File: config.mk
export PLATFORM = sky130hd
export DESIGN_NAME = apb_to_ahb_bridge
export DESIGN_NICKNAME = d
export VERILOG_FILES = /design/src/rtl/apb_to_ahb_bridge.sv
export SDC_FILE = /design/constraint.sdc
export NUM_CORES = 1
export LEC_CHECK = 0
export ABC_AREA = 1
export CAP_MARGIN = 10
export CORE_AREA = 4 4 85 87
export DETAILED_ROUTE_END_ITERATION = 6
export DIE_AREA = 0 0 89 91
export PLACE_DENSITY = 0.88
export SYNTH_ARGS = -nofsm -noshare
export SYNTH_HDL_FRONTEND = slang
export SYNTH_SLANG_ARGS = --single-unit
export TNS_END_PERCENT = 50
File: constraint.sdc
create_clock -name HCLK -period 1.6 [get_ports HCLK]
set_input_delay 0.24 -clock HCLK [delete_from_list [all_inputs] [get_ports HCLK]]
set_output_delay 0.24 -clock HCLK [all_outputs]
set_load 0.02 [all_outputs]
File: src/rtl/apb_to_ahb_bridge.sv
// AHB-Lite slave to APB master bridge: one AHB transfer becomes one APB SETUP+ACCESS pair.
// Optional macro APB_BRIDGE_RDATA_REG_EN adds a DONE state that registers PRDATA before it reaches HRDATA.
module apb_to_ahb_bridge #(
    parameter  int DATA_W  = 32,
    parameter  int PADDR_W = 5,
    parameter  int NSLV    = 4,
    localparam int SLV_W   = (NSLV > 1) ? $clog2(NSLV) : 1,
    localparam int HADDR_W = SLV_W + PADDR_W
) (
    input  logic               HCLK,
    input  logic               RESET_n,
    input  logic               HSEL,
    input  logic [HADDR_W-1:0] HADDR,
    input  logic               HWRITE,
    input  logic               HREADY,
    input  logic [DATA_W-1:0]  HWDATA,
    output logic               HREADYOUT,
    output logic [DATA_W-1:0]  HRDATA,
    output logic [NSLV-1:0]    PSEL,
    output logic [PADDR_W-1:0] PADDR,
    output logic               PENABLE,
    output logic               PWRITE,
    output logic [DATA_W-1:0]  PWDATA,
    input  logic [DATA_W-1:0]  PRDATA,
    output logic [1:0]         dbg_state
);

    typedef enum logic [1:0] {
        ST_IDLE   = 2'd0,
        ST_SETUP  = 2'd1,
        ST_ACCESS = 2'd2,
        ST_DONE   = 2'd3
    } state_t;

    state_t               state_q, state_d;
    logic [SLV_W-1:0]     slv_q, slv_d;
    logic [PADDR_W-1:0]   paddr_q, paddr_d;
    logic                 pwrite_q, pwrite_d;
    logic [DATA_W-1:0]    pwdata_q, pwdata_d;
`ifdef APB_BRIDGE_RDATA_REG_EN
    logic [DATA_W-1:0]    hrdata_q, hrdata_d;
`endif
    logic                 accept;

    // Valid/ready: a transfer is taken on the edge where HSEL, HREADY and HREADYOUT are all high;
    // the master must hold its request while HREADYOUT is low.
    assign accept    = HSEL & HREADY & HREADYOUT;
    assign dbg_state = state_q;

    // State register
    always_ff @(posedge HCLK) begin
        if (!RESET_n) begin
            state_q <= ST_IDLE;
        end else begin
            state_q <= state_d;
        end
    end

    // Next-state logic
    always_comb begin
        state_d = state_q;
        case (state_q)
            ST_IDLE:   state_d = accept ? ST_SETUP : ST_IDLE;
            ST_SETUP:  state_d = ST_ACCESS;
`ifdef APB_BRIDGE_RDATA_REG_EN
            ST_ACCESS: state_d = ST_DONE;
`else
            ST_ACCESS: state_d = accept ? ST_SETUP : ST_IDLE;
`endif
            ST_DONE:   state_d = accept ? ST_SETUP : ST_IDLE;
            default:   state_d = ST_IDLE;
        endcase
    end

    // Output logic; APB address/control are forced to zero outside SETUP/ACCESS
    always_comb begin
        HREADYOUT = 1'b1;
        PSEL      = '0;
        PADDR     = '0;
        PENABLE   = 1'b0;
        PWRITE    = 1'b0;
        PWDATA    = pwdata_q;
        HRDATA    = '0;
        case (state_q)
            ST_SETUP: begin
                HREADYOUT   = 1'b0;
                PSEL[slv_q] = 1'b1;
                PADDR       = paddr_q;
                PWRITE      = pwrite_q;
                PWDATA      = HWDATA;
            end
            ST_ACCESS: begin
                PSEL[slv_q] = 1'b1;
                PADDR       = paddr_q;
                PENABLE     = 1'b1;
                PWRITE      = pwrite_q;
`ifdef APB_BRIDGE_RDATA_REG_EN
                HREADYOUT   = 1'b0;
`else
                if (!pwrite_q) begin
                    HRDATA = PRDATA;
                end
`endif
            end
            default: begin
            end
        endcase
`ifdef APB_BRIDGE_RDATA_REG_EN
        HRDATA = hrdata_q;
`endif
    end

    // Datapath next values: address captured on acceptance, write data at SETUP->ACCESS
    always_comb begin
        slv_d    = slv_q;
        paddr_d  = paddr_q;
        pwrite_d = pwrite_q;
        pwdata_d = pwdata_q;
        if (accept) begin
            slv_d    = HADDR[HADDR_W-1:PADDR_W];
            paddr_d  = HADDR[PADDR_W-1:0];
            pwrite_d = HWRITE;
        end
        if (state_q == ST_SETUP) begin
            pwdata_d = HWDATA;
        end
    end

`ifdef APB_BRIDGE_RDATA_REG_EN
    // Read data is latched only when a read leaves ACCESS, so it holds across writes
    always_comb begin
        hrdata_d = hrdata_q;
        if (state_q == ST_ACCESS && !pwrite_q) begin
            hrdata_d = PRDATA;
        end
    end

    always_ff @(posedge HCLK) begin
        if (!RESET_n) begin
            hrdata_q <= '0;
        end else begin
            hrdata_q <= hrdata_d;
        end
    end
`endif

    always_ff @(posedge HCLK) begin
        if (!RESET_n) begin
            slv_q    <= '0;
            paddr_q  <= '0;
            pwrite_q <= 1'b0;
            pwdata_q <= '0;
        end else begin
            slv_q    <= slv_d;
            paddr_q  <= paddr_d;
            pwrite_q <= pwrite_d;
            pwdata_q <= pwdata_d;
        end
    end

endmodule

==> results.sh <==
export IMPL_crit_required_ns=1.36
export IMPL_multi_input_area_um2=1400
export IMPL_syn_avg_cell_area_um2=7.07
export IMPL_clkPwrFrac_pct=27.3
export IMPL_violations="setup timing"
export IMPL_p_per_area_nw_per_um2=553
export IMPL_clkSlewWorstSetupHoldPaths_ns=0.08
export IMPL_die_y_um=91
export IMPL_synthesis_area_um2=2210
export IMPL_place_hpwl_um=6080
export IMPL_cp_num_buf_inv=4
export IMPL_p_comb_share_pct=30.8
export IMPL_cts_buffer_depth=2
export IMPL_cpPeakStageDelay_ns=0.33
export IMPL_drv_cap=0
export IMPL_final_seq_area_um2=846
export IMPL_nFillCells=401
export IMPL_hold_viol=0
export IMPL_portBuffers=153
export IMPL_max_freq_ghz=0.595
export IMPL_slew_viol_final=0
export IMPL_ys_seq_area_share_pct=38.0
export IMPL_synth_top_area_share_pct=38.0
export IMPL_finalSetupViolCount=61
export IMPL_crit_family="buffers and inverters"
export IMPL_worstHoldPathCells=2
export IMPL_min_period_over_period_pct=105
export IMPL_cts_htree_levels=2
export IMPL_crit_type="reg2out"
export IMPL_fin_tns_setup_ns=-2.40
export IMPL_antennaDiodeCount=0
export IMPL_firstDrtPassIters=4
export IMPL_syn_nets=392
export IMPL_worst_pin_slew_ns=0.475
export IMPL_final_common_cell="buf_4"
export IMPL_initial_core_util_pct=34.9
export IMPL_final_min_clock_period_ns=1.68
export IMPL_postRouteAntennaNets=0
export IMPL_pre_cts_slack_ns=-0.442
export IMPL_most_common_layout_cells="76 x buf_4, 75 x clkdlybuf4s50_1, 57 x buf_6"
export IMPL_dr_total_vias=2754
export IMPL_die_w_um=89
export IMPL_cts_tree="yes"
export IMPL_core_area_um2=6350
export IMPL_wl_per_cell_um=14.9
export IMPL_layout_area_overhead_vs_synth_pct=116
export IMPL_min_path_type="reg2reg"
export IMPL_crit_slowest_cell="dfxtp_2"
export IMPL_drt_iter0_drc=87
export IMPL_cts_sinks=42
export IMPL_yosys_area_top_type="dfxtp_1"
export IMPL_dpl_cell_area_um2=4170
export IMPL_crit_path_end_kind="output port"
export IMPL_wl_um=8940
export IMPL_p_leak_uw=0.00230
export IMPL_ios=154
export IMPL_cp_arrival_ns=1.44
export IMPL_reg2regPathDepth=9
export IMPL_design_area_um2=4790
export IMPL_grt_pass1_vias=2867
export IMPL_synthCells=313
export IMPL_grt_max_degree=34
export IMPL_die_area_um2=8100
export IMPL_clock_skew_ns=0.00461
export IMPL_rsz0062_at_grt="yes"
export IMPL_ff2ff_setup_slack_ns=0.12
export IMPL_ir_drop_v=0.000483
export IMPL_synth_cell_type_count=19
export IMPL_drive_gt1_share_pct=51.6
export IMPL_clock_latency_ns=0.30
export IMPL_worst_path_max_fanout=7
export IMPL_synth_area_top_cells="dfxtp_1 38%, nand2_1 16%, nor2_1 9.2%"
export IMPL_status="complete, but fails checks"
export IMPL_power_uw=2650
export IMPL_power_switching_uw=782
export IMPL_setup_ws_ns=-0.0818
export IMPL_sequentialPowerShare_pct=41.9
export IMPL_rows=29
export IMPL_grt_antenna_before_repair=0
export IMPL_yosysWarnings=0
export IMPL_startpoint_type="flop"
export IMPL_crit_chain="inv_2 -> ha_4 -> buf_12 -> buf_12 -> nand2_2 -> nand2_2 -> buf_6"
export IMPL_ys_ff_latch=42
export IMPL_fin_nets=601
export IMPL_p_int_uw=1870
export IMPL_gr_total_overflow=0
export IMPL_drc_errors=0
export IMPL_vias_per_cell=4.59
export IMPL_p_sw_share_pct=29.5
export IMPL_grt_pass1_wl_um=13000
export IMPL_grt_usage_pct=20.2
export IMPL_cts_buffers_inserted=5
export IMPL_max_slew_margin_pct=68.3
export IMPL_root_buffer="clkbuf_8"
export IMPL_crit_cells=7
export IMPL_gp_congestion=0.821
worst paths after layout:
path	end	from
worst max-delay path	PWDATA[29]	dbg_state[1]
worst min register to register	pwdata_q[14]	pwdata_q[14]
worst max register to register	pwdata_q[9]	dbg_state[1]
worst min-delay path	pwdata_q[14]	pwdata_q[14]
per-stage QoR:
step | instances | hold WS, ns | utilization [%]
2_1_floorplan | 313 | 0.375 | -
3_3_place_gp | 583 | 0.453 | 65.7
3_5_place_dp | 583 | 0.467 | 65.7
4_1_cts | 597 | 0.478 | 71.9
5_1_grt | 600 | 0.495 | 75.4
6_report | 600 | 0.475 | 75.4
power groups by stage:
stage	logic (uW)	registers [uW]	clock network (uW)
3_5_place_dp	696	1130	0
4_1_cts	777	1110	736
2_1_floorplan	306	1130	0
5_1_grt	869	1110	772
3_3_place_gp	681	1130	0
6_report	816	1110	723
sequential cells by signal, summed over array words and instances (netlist names):
register / count
slv_q: 2
pwdata_q: 32
paddr_q: 5
pwrite_q: 1
dbg_state: 2
kinds of logic after synthesis:
kind of cell,count (synthesis),share of synthesized area (%)
buf+inv,62,15.9
flops,42,38.0
fa+ha+maj,3,1.70
compound gates,32,10.6
simple gates,174,33.8
synth_stat cells:
master / count
a21oi_1: 12
inv_4: 1
nand2_2: 15
nand3_4: 1
a21oi_2: 20
inv_8: 1
inv_2: 1
clkbuf_1: 1
nand2_1: 94
buf_6: 8
inv_1: 43
nand2_4: 5
ha_1: 3
dfxtp_1: 42
buf_2: 4
buf_8: 1
buf_12: 2
nor3_1: 5
nor2_1: 54
final cells by class:
| type | instances | share of cell area [%] |
|---|---|---|
| well taps | 77 | 2.01 |
| multi-input cells | 209 | 29.1 |
| repair inverters | 1 | 0.418 |
| repair buffers | 217 | 44.8 |
| clock inverters | 2 | 0.261 |
| inverters | 46 | 4.00 |
| flip-flops and latches | 42 | 17.7 |
| clock buffers | 6 | 1.72 |
what timing repair did:
item                                    CTS  global route
gates resized for setup                 490            50
endpoints found under the setup margin   78            75
buffers inserted                          2             2
hold buffers                              0             0
hold endpoints to repair                  0             0
cloned                                    4             1
pin swaps                                 8             9
worst reg2reg max path, cell delays in order, from the launching register on:
cell	delay, ns
dfxtp_2	0.33
inv_2	0.07
ha_4	0.16
buf_12	0.18
buf_16	0.16
nand2_4	0.05
buf_4	0.12
buf_4	0.12
buf_4	0.12
a21oi_2	0.11
per-layer routing:
metal | vias to the layer above | part of all wire [%] | GRT usage [%] | wire length (um)
met5 | - | 0 | 0 | 0
met4 | 0 | 2.1 | 5.33 | 188
met3 | 15 | 10 | 6.24 | 928
met2 | 116 | 56 | 41.8 | 5010
met1 | 1277 | 31 | 17.8 | 2810
li1 | 1346 | - | - | -
Note: power is estimated with default switching activity, not from simulation.
